--- src/rtl/stack_param.sv ---
// LIFO stack with random-access read from the top, registered read port,
// and one-cycle ERROR / O_VALID status pulses. One command per clock.
module stack_param #(
    parameter int WIDTH = 4,
    parameter int DEPTH = 8,
    localparam int AW = $clog2(DEPTH),
    localparam int CW = $clog2(DEPTH + 1)
) (
    input  logic             CLK,
    input  logic             RESET,
    input  logic [2:0]       COMMAND,
    input  logic [AW-1:0]    INDEX,
    input  logic [WIDTH-1:0] I_DATA,
    output logic [WIDTH-1:0] O_DATA,
    output logic             O_VALID,
    output logic             ERROR,
    output logic [CW-1:0]    COUNT,
    output logic             FULL,
    output logic             EMPTY
);

    typedef enum logic [2:0] {
        CMD_NOP     = 3'b000,
        CMD_PUSH    = 3'b001,
        CMD_POP     = 3'b010,
        CMD_GET     = 3'b011,
        CMD_CLEAR   = 3'b100,
        CMD_REPLACE = 3'b101
    } cmd_t;

    cmd_t             cmd;
    logic [WIDTH-1:0] mem [DEPTH];
    logic [AW-1:0]    top_addr;
    logic [AW-1:0]    rd_addr;
    logic [AW-1:0]    wr_addr;
    logic             push_ok;
    logic             pop_ok;
    logic             get_ok;
    logic             rep_ok;
    logic             rd_ok;
    logic             cmd_err;

    assign cmd      = cmd_t'(COMMAND);
    assign FULL     = (COUNT == CW'(DEPTH));
    assign EMPTY    = (COUNT == '0);
    // Only meaningful when COUNT > 0; every user is gated by a legality check.
    assign top_addr = AW'(COUNT - CW'(1));
    assign rd_ok    = pop_ok | get_ok;
    assign rd_addr  = get_ok ? (top_addr - INDEX) : top_addr;
    assign wr_addr  = push_ok ? AW'(COUNT) : top_addr;

    // Command decode: legality of each command and the error pulse source.
    always_comb begin
        push_ok = 1'b0;
        pop_ok  = 1'b0;
        get_ok  = 1'b0;
        rep_ok  = 1'b0;
        cmd_err = 1'b0;
        case (cmd)
            CMD_NOP, CMD_CLEAR: ;
            CMD_PUSH: begin
                push_ok = !FULL;
                cmd_err = FULL;
            end
            CMD_POP: begin
                pop_ok  = !EMPTY;
                cmd_err = EMPTY;
            end
            CMD_GET: begin
                get_ok  = (CW'(INDEX) < COUNT);
                cmd_err = !(CW'(INDEX) < COUNT);
            end
            CMD_REPLACE: begin
                rep_ok  = !EMPTY;
                cmd_err = EMPTY;
            end
            default: cmd_err = 1'b1;
        endcase
    end

    // Storage array; contents are never reset since reads stay below COUNT.
    always_ff @(posedge CLK) begin
        if (push_ok || rep_ok) begin
            mem[wr_addr] <= I_DATA;
        end
    end

    // Count, registered read data and status pulses.
    always_ff @(posedge CLK or negedge RESET) begin
        if (!RESET) begin
            COUNT   <= '0;
            O_DATA  <= '0;
            O_VALID <= 1'b0;
            ERROR   <= 1'b0;
        end else begin
            O_VALID <= rd_ok;
            ERROR   <= cmd_err;
            if (rd_ok) begin
                O_DATA <= mem[rd_addr];
            end
            if (push_ok) begin
                COUNT <= COUNT + CW'(1);
            end else if (pop_ok) begin
                COUNT <= COUNT - CW'(1);
            end else if (cmd == CMD_CLEAR) begin
                COUNT <= '0;
            end
        end
    end

endmodule

--- config.mk ---
export PLATFORM = sky130hd
export DESIGN_NAME = stack_param
export DESIGN_NICKNAME = d
export VERILOG_FILES = /design/src/rtl/stack_param.sv
export SDC_FILE = /design/constraint.sdc
export NUM_CORES = 1
export LEC_CHECK = 0
export BUFFER_PORTS_ARGS = -buffer_cell sky130_fd_sc_hd__buf_2
export CAP_MARGIN = 20
export CORE_ASPECT_RATIO = 0.8
export CORE_MARGIN = 5
export CORE_UTILIZATION = 45
export CTS_BUF_LIST = sky130_fd_sc_hd__clkbuf_8
export DETAILED_ROUTE_END_ITERATION = 6
export GPL_TIMING_DRIVEN = 0
export PLACE_DENSITY = 0.69
export SYNTH_ARGS = -nofsm -noshare
export SYNTH_HDL_FRONTEND = slang
export SYNTH_SLANG_ARGS = --single-unit
--- constraint.sdc ---
create_clock -name CLK -period 4.1 [get_ports CLK]
set_input_delay 0.41 -clock CLK [delete_from_list [all_inputs] [get_ports CLK]]
set_output_delay 0.41 -clock CLK [all_outputs]
set_load 0.005 [all_outputs]
======== Word level (Yosys, flattened, before mapping) ========
Memory sizes are Yosys's and may differ from the RTL's. A register that Yosys moved wholly into a read port is not among the register bits.
Index checks and enable logic that the tools add are counted.
operators by class
  reductions and logical operators ........ 10
  $add $sub $neg .......................... 3
  equality and inequality tests ........... 6
  magnitude comparators ................... 1
  mux-type cells .......................... 12
  bitwise gates (word level) .............. 1
operators with widths
  operator               number
  $mux W4                3
  $eq A3 B2 Y1 const B   2
  $eq A3 B3 Y1 const B   2
  $mux W1                6
  $mux W3                2
  $add A4 B1 Y4 const B  1
  $eq A4 B4 Y1 const B   1
  $logic_not A1 Y1       4
  $logic_not A4 Y1       1
  $lt A3 B4 Y1           1
  $pmux W1 S4            1
  $reduce_or A2 Y1       2
  $sub A4 B1 Y4 const B  1
  $eq A3 B1 Y1 const B   1
  $logic_not A3 Y1       1
  $reduce_bool A3 Y1     1
  $sub A3 B3 Y3          1
  $logic_or A1 B1 Y1     1
  $or A1 B1 Y1           1
storage, ports and cells
  bits in writable memories ............... 32
  input port bits ......................... 12
  word-level logic and storage cells ...... 37
  output and inout port bits .............. 12
  memories ................................ 1
  bits in registers ....................... 6
memories
  memory  depth  bits a word  rd ports  clocked after Yosys merged registers in  wr ports  line  text
  mem     8      4            1         1                                        1         32    logic [WIDTH-1:0] mem [DEPTH];

======== Longest topological paths before layout ========
Gate-level depths: netlist (run 1).
  depth after elaboration ................. 6
  gate-level depth with buffers ........... 11
  mapped depth without buffers ............ 8

======== Least setup slack after synthesis (run 1) ========
No wires, ideal clock.
  kind .................................... register to register
  start point ............................. register COUNT[0]
  end point ............................... register O_DATA[0], read port of mem
  path slack .............................. 1.084 ns
  cell stages (with the launch flop) ...... 10
  arrival time ............................ 2.890 ns
  required time ........................... 3.974 ns
  period minus slack after synthesis ...... 3.016 ns
  path buffers ............................ 3
  cells stage by stage .................... dfrtp_1 -> clkbuf_1 -> inv_1 -> buf_1 -> ha_1 -> fa_1 -> buf_2 -> mux2i_4 -> mux2_2 -> a221o_1
between the ends
  longest elaborated chain between the ends .. 4
  elaborated cells between the ends (all ways) .. 9
ends and longest elaborated chain
  what                                                   line  text
  from (decl)                                            17    output logic [CW-1:0] COUNT,
  from (signal assigned)                                 102   COUNT <= COUNT + CW'(1);
  from (signal assigned)                                 104   COUNT <= COUNT - CW'(1);
  branches (longest 4 deep; another with $sub A4 B1 Y4)  -
  to (decl)                                              14    output logic [WIDTH-1:0] O_DATA,
Parallel ways; which one is timed is not known.
A chain may end at the register's enable or synchronous reset.

======== Final worst setup path (run 1) ========
Same ends and word-level chain as after synthesis.

==> qor.txt, run 1 <==
Crit. End Element = flop
Number of core rows = 24
Fin. Hold Viols = 0
Antenna Nets Post-Route = 0
Outcome = complete, no violations
Pre-antenna DRT Iters = 5
Yosys cell types = 45
CTS Buffer Depth = 2
Die width = 93.5 um
Commonest non-fill, non-tap cells in the layout = nand2_1, edfxtp_1, buf_2, nor2_1, a21oi_1
Tmin final = 3560 ps
CTS root buf = clkbuf_8
NumNets Final = 299
Worst path max stage delay = 470 ps
Synthesized flop and latch total = 42
Port-buffer cells = 22
CP max FO = 10
FF-to-FF Start = COUNT[0]
Worst Skew = 5.41 ps
Placer Congestion = 0.889
Largest net degree at the start of global routing = 16
Number of global-route vias before repair = 1921
WP data arrival = 3730 ps
Sink Count = 42
RSZ-0062 raised after global routing = false
Area of the multi-input gates = 1190 um2
Reg area = 1210 um2
Global router's overall resource usage = 17.1%
Chip Height = 76.8 um
Final cycle utilization of the critical path = 86.8%
EDFF count, synth = 32
CP max stage cell = dfrtp_1
Crit. Startpoint = COUNT[0]
Ports = 24
H-Tree Depth = 2
Sequential area share after synthesis = 48.3%
Reg clk slew, reported paths = 80 ps
Post_cts resized = 0
Worst-Skew Late Latency = 300 ps
Average wire per standard cell = 16.7 um
Core ar. = 5440 um2
Die ar. = 7180 um2
Synthesized area per cell = 10.0 um2
Syn Inst Count = 250
FF-to-FF setup slack = 540 ps
Initial Utilization = 46.2%
Dominant synthesized flop cell = edfxtp_1
Clock buffer count from CTS = 5
Buf/Inv on CP = 4
CTS tree = done
Most common cell after layout, fill and taps aside = nand2_1
DP HPWL = 4490 um
Share of post-route cells with drive strength above 1 = 17.4%
Overall Power = 1.85 mW
Total number of yosys warnings = 0
Antenna violations before repair = 0
Worst-margin pin slew = 598 ps
Worst setup SP type = flop
Final-layout fill cell count = 485
Fmax = 281 MHz
Iter 0 DRT Violations = 225
Max cap viols = 0
Global route overflow = 0
Req. time, crit path = 4270 ps
Async set-reset flop share out of synthesis = 23.8%
Worst IR Drop VDD = 0.258 mV
Relative slew slack = 59.8%
Crit-path cells = clkbuf_1 -> inv_1 -> buf_1 -> ha_1 -> fa_1 -> buf_2 -> mux2i_4 -> mux2_2 -> a221o_1
Syn nets = 269
Finish-stage setup viols = 0
Critical Path End = O_DATA[0]
CP top delay family = buffers and inverters
Synthesis-to-layout area growth = 12.4%
PwrDens = 657 nW/um2
Crit path depth = 9
Hold Crit Class = in2reg
# DRC = 0
First-pass GRT wire length = 9500 um
Worst R2R End = O_DATA[0]
Pleak = 1.07 nW
Worst r2r path cells = 9
DR vias = 2042
Fin. max-slew vios = 0
Cell Area, Synth = 2510 um2
CP Class = reg2reg
Antenna fix cells = 0
Via/cell ratio = 5.69
Setup tns final = 0 ps
Total wire length = 5990 um
[cells in the mapped netlist (3+ instances only)]
master     number  area share [%]
nor2_1         19             2.8
buf_2           8             1.6
mux2_2          4             1.8
ha_1            6             3.0
dfrtp_1        10              10
o2bb2ai_1       4             1.4
nor3_1          3            0.60
o22ai_1         3            0.75
and3_1          3            0.75
clkbuf_1        7             1.0
a211oi_1       12             3.6
nand2_1        40             6.0
edfxtp_1       32              38
inv_1           7             1.0
o21ai_0        12             2.4
mux2i_1         4             1.6
a21oi_1        16             3.2
nand3_1         6             1.2
a311oi_1       12             4.2
nand2b_1        9             2.2
a221o_1         4             1.6
[final cells by class]
| type | count | area share (%) |
|---|---|---|
| sequential | 42 | 43.0 |
| buffer | 17 | 2.75 |
| tap | 78 | 3.46 |
| clock buffer | 5 | 2.44 |
| inverter | 8 | 1.07 |
| timing repair buffer | 23 | 4.26 |
| multi-input combinational | 183 | 42.2 |
| clock inverter | 3 | 0.843 |
[state kept, by name (all words and copies together), names as in the netlist]
signal and flops:
mem 32, O_DATA 4, O_VALID 1, COUNT 4, ERROR 1
[layer usage]
layer	share of wire (%)	global-route usage (%)	wire [um]
met5	0	0	0
met4	1.5	5.86	92
met3	8.8	3.52	527
met2	43	25.3	2590
met1	47	25.0	2790
[cells by family after synthesis]
group | Yosys count | synth area share (%)
and+or+nand+nor | 87 | 16.3
AOI/OAI and AO/OA | 77 | 22.0
DFF | 42 | 48.3
buffers and inverters | 25 | 4.29
muxes | 9 | 4.29
adders and majority gates | 7 | 3.79
xor gates and xnor gates | 3 | 1.05
[timing repair]
item	in CTS	in global routing
hold buffers	1	0
setup buffers	0	0
endpoints found under the hold margin	10	0
[power breakdown]
| part | leakage (nW) | total, mW | switching [mW] | internal (mW) |
|---|---|---|---|---|
| combinational | 0.615 | 1.02 | 0.629 | 0.386 |
| clock | 0.0408 | 0.274 | 0.152 | 0.122 |
| sequential | 0.414 | 0.563 | 0.0388 | 0.524 |
| total | 1.07 | 1.85 | 0.820 | 1.03 |
[stage by stage]
step	cells	setup slack, ps	hold WS, ps	area (um2)	utilization [%]
after CTS	359	588	404	2820	51.9
after global routing	359	387	401	2820	51.9
after detailed placement	350	610	291	2720	50.0
after global placement	350	596	281	2720	50.0
after floorplan	250	1080	114	2510	-
final	359	540	403	2820	51.9
[worst min-delay path by stage]
stage,from,endpoint,slack [ps],cells past startpoint
after detailed placement,RESET,ERROR,290,1
after global routing,I_DATA[3],mem[4][3],400,1
after floorplan,RESET,COUNT[0],110,0
final,I_DATA[2],mem[5][2],400,1
after CTS,I_DATA[2],mem[5][2],400,1
after global placement,RESET,ERROR,280,1
Note: power is estimated with default switching activity, not from simulation.
==> inputs of run 2 (changes only) <==
Settings changed: CORE_UTILIZATION 45 to 60, PLACE_DENSITY 0.69 to 0.87, SLEW_MARGIN set to 0.
==> qor.txt, run 2 (synthesis results as in run 1) <==
FF-to-FF setup slack = 570 ps (was 540 ps)
Worst path max stage delay = 460 ps (was 470 ps)
Antenna fix cells = 0 (unchanged)
CTS root buf = clkbuf_8 (unchanged)
Crit. Startpoint = COUNT[0] (unchanged)
Combinational Power Share = 50.7% (was 54.8%)
Buf/Inv on CP = 4 (unchanged)
Ports = 24 (unchanged)
RSZ-0062 raised after global routing = false (unchanged)
Tmin final = 3530 ps (was 3560 ps)
Synthesis-to-layout area growth = 13.3% (was 12.4%)
NumNets Final = 299 (unchanged)
Hold Startpoint = I_DATA[0] (was I_DATA[2])
CTS tree = done (unchanged)
Hold Crit Class = in2reg (unchanged)
Average wire per standard cell = 17.4 um (was 16.7 um)
Global router's overall resource usage = 22.9% (was 17.1%)
Clock buffer count from CTS = 5 (unchanged)
Top flop regs = mem x32, COUNT x4, O_DATA x4 (unchanged)
Placer Congestion = 0.906 (was 0.889)
Hold-fix buffers, CTS = 1 (unchanged)
CP max stage cell = dfrtp_1 (unchanged)
Largest net degree at the start of global routing = 14 (was 16)
Die width = 82.3 um (was 93.5 um)
Worst Skew = 8.05 ps (was 5.41 ps)
Total wire length = 5870 um (was 5990 um)
Internal = 1.17 mW (was 1.03 mW)
Req. time, crit path = 4290 ps (was 4270 ps)
Number of core rows = 21 (was 24)
Crit-path cells = clkbuf_1 -> inv_1 -> buf_1 -> ha_1 -> fa_1 -> buf_2 -> mux2i_4 -> mux2_2 -> a221o_1 (unchanged)
Worst Hold Endpoint = mem[2][0] (was mem[5][2])
Post_cts resized = 0 (unchanged)
Initial Utilization = 60.8% (was 46.2%)
WP data arrival = 3720 ps (was 3730 ps)
Worst-margin pin slew = 618 ps (was 598 ps)
DP HPWL = 4270 um (was 4490 um)
Antenna Nets Post-Route = 0 (unchanged)
Net switching share of the total power = 40.5% (was 44.3%)
Antenna violations before repair = 0 (unchanged)
Place WS = 644 ps (was 610 ps)
Setup tns final = 0 ps (unchanged)
Share of post-route cells with drive strength above 1 = 17.4% (unchanged)
Switching power = 0.797 mW (was 0.820 mW)
Finish-stage setup viols = 0 (unchanged)
Pleak = 1.10 nW (was 1.07 nW)
Fin. max-slew vios = 0 (unchanged)
Relative slew slack = 58.4% (was 59.8%)
Worst r2r path cells = 9 (unchanged)
Number of global-route vias before repair = 1823 (was 1921)
Global route overflow = 0 (unchanged)
Fin. Hold Viols = 0 (unchanged)
Crit. End Element = flop (unchanged)
Via/cell ratio = 6.24 (was 5.69)
DR vias = 2110 (was 2042)
Worst setup SP type = flop (unchanged)
Worst Slack Setup Final = 570 ps (was 540 ps)
# DRC = 0 (unchanged)
Most common cell after layout, fill and taps aside = nand2_1 (unchanged)
# Post-CTS Setup Buffers = 0 (unchanged)
Fmax = 283 MHz (was 281 MHz)
Outcome = complete, no violations (unchanged)
Die ar. = 5580 um2 (was 7180 um2)
Max cap viols = 0 (unchanged)
CP Class = reg2reg (unchanged)
Worst IR Drop VDD = 0.326 mV (was 0.258 mV)
Chip Height = 67.8 um (was 76.8 um)
Flop pwr share = 28.6% (was 30.4%)
Largest register FFs = 32 (unchanged)
Iter 0 DRT Violations = 335 (was 225)
Worst-Skew Late Latency = 300 ps (about the same)
Sink Count = 42 (unchanged)
Overall Power = 1.97 mW (was 1.85 mW)
CP top delay family = buffers and inverters (unchanged)
Largest Register = mem (unchanged)
Core ar. = 4130 um2 (was 5440 um2)
H-Tree Depth = 2 (unchanged)
Pre-antenna DRT Iters = 5 (unchanged)
CP max FO = 10 (unchanged)
Clock Power Share = 20.7% (was 14.8%)
Final cycle utilization of the critical path = 86.1% (was 86.8%)
PwrDens = 692 nW/um2 (was 657 nW/um2)
Commonest non-fill, non-tap cells in the layout = nand2_1, edfxtp_1, buf_2, nor2_1, a21oi_1 (unchanged)
Port-buffer cells = 22 (unchanged)
Reg clk slew, reported paths = 80 ps (about the same)
CTS Buffer Depth = 2 (unchanged)
FF-to-FF Start = COUNT[0] (unchanged)
Worst R2R End = O_DATA[0] (unchanged)
First-pass GRT wire length = 9250 um (was 9500 um)
Hold Path Depth = 1 (unchanged)
## run 2: cell count changes in the layout (fill, tap and decap cells not counted), sizes merged
cell,change
bufinv,+2
clkinvlp,-2
clkbuf,+1
inv,-1
## run 2: final cells by class
class                           instances  area (um2)
Fill cell                             324        1280
Sequential cell                        42        1210
Multi-Input combinational cell        183        1190
Timing Repair Buffer                   23         120
Clock buffer                            6        82.6
Buffer                                 17        77.6
Tap cell                               57        71.3
Clock inverter                          2        60.1
Inverter                                8        30.0
## run 2: power groups by stage
stage	Clock (mW)	Sequential (mW)	Combinational [mW]
global placement	0	0.568	0.956
floorplan	0	0.567	0.729
finish	0.408	0.562	0.997
CTS	0.410	0.562	0.981
detailed placement	0	0.571	0.975
global route	0.425	0.570	1.09
## run 2: per-layer routing
layer / up-vias / part of all wire, % / GRT usage (%)
met5: - / 0 / 0
met4: 0 / 1.4 / 7.47
met3: 10 / 8.7 / 4.87
met2: 105 / 44 / 34.0
met1: 1004 / 46 / 33.5
li1: 991 / - / -
## run 2: stage by stage
stage | instances | hold WS, ps | utilization, % | cell area, um2
detailed placement | 329 | 287 | 65.2 | 2690
floorplan | 250 | 114 | - | 2510
finish | 338 | 395 | 68.9 | 2840
global placement | 329 | 284 | 65.2 | 2690
global route | 338 | 408 | 68.9 | 2840
CTS | 338 | 398 | 68.9 | 2840
## run 2: worst max-delay path by stage
stage           endpoint  slack (ps)  cells after the start
3_3_place_gp   O_DATA[0]         680                      9
5_1_grt        O_DATA[0]         410                      9
3_5_place_dp   O_DATA[0]         640                      9
2_1_floorplan  O_DATA[0]        1080                      9
6_report       O_DATA[0]         570                      9
4_1_cts        O_DATA[0]         630                      9
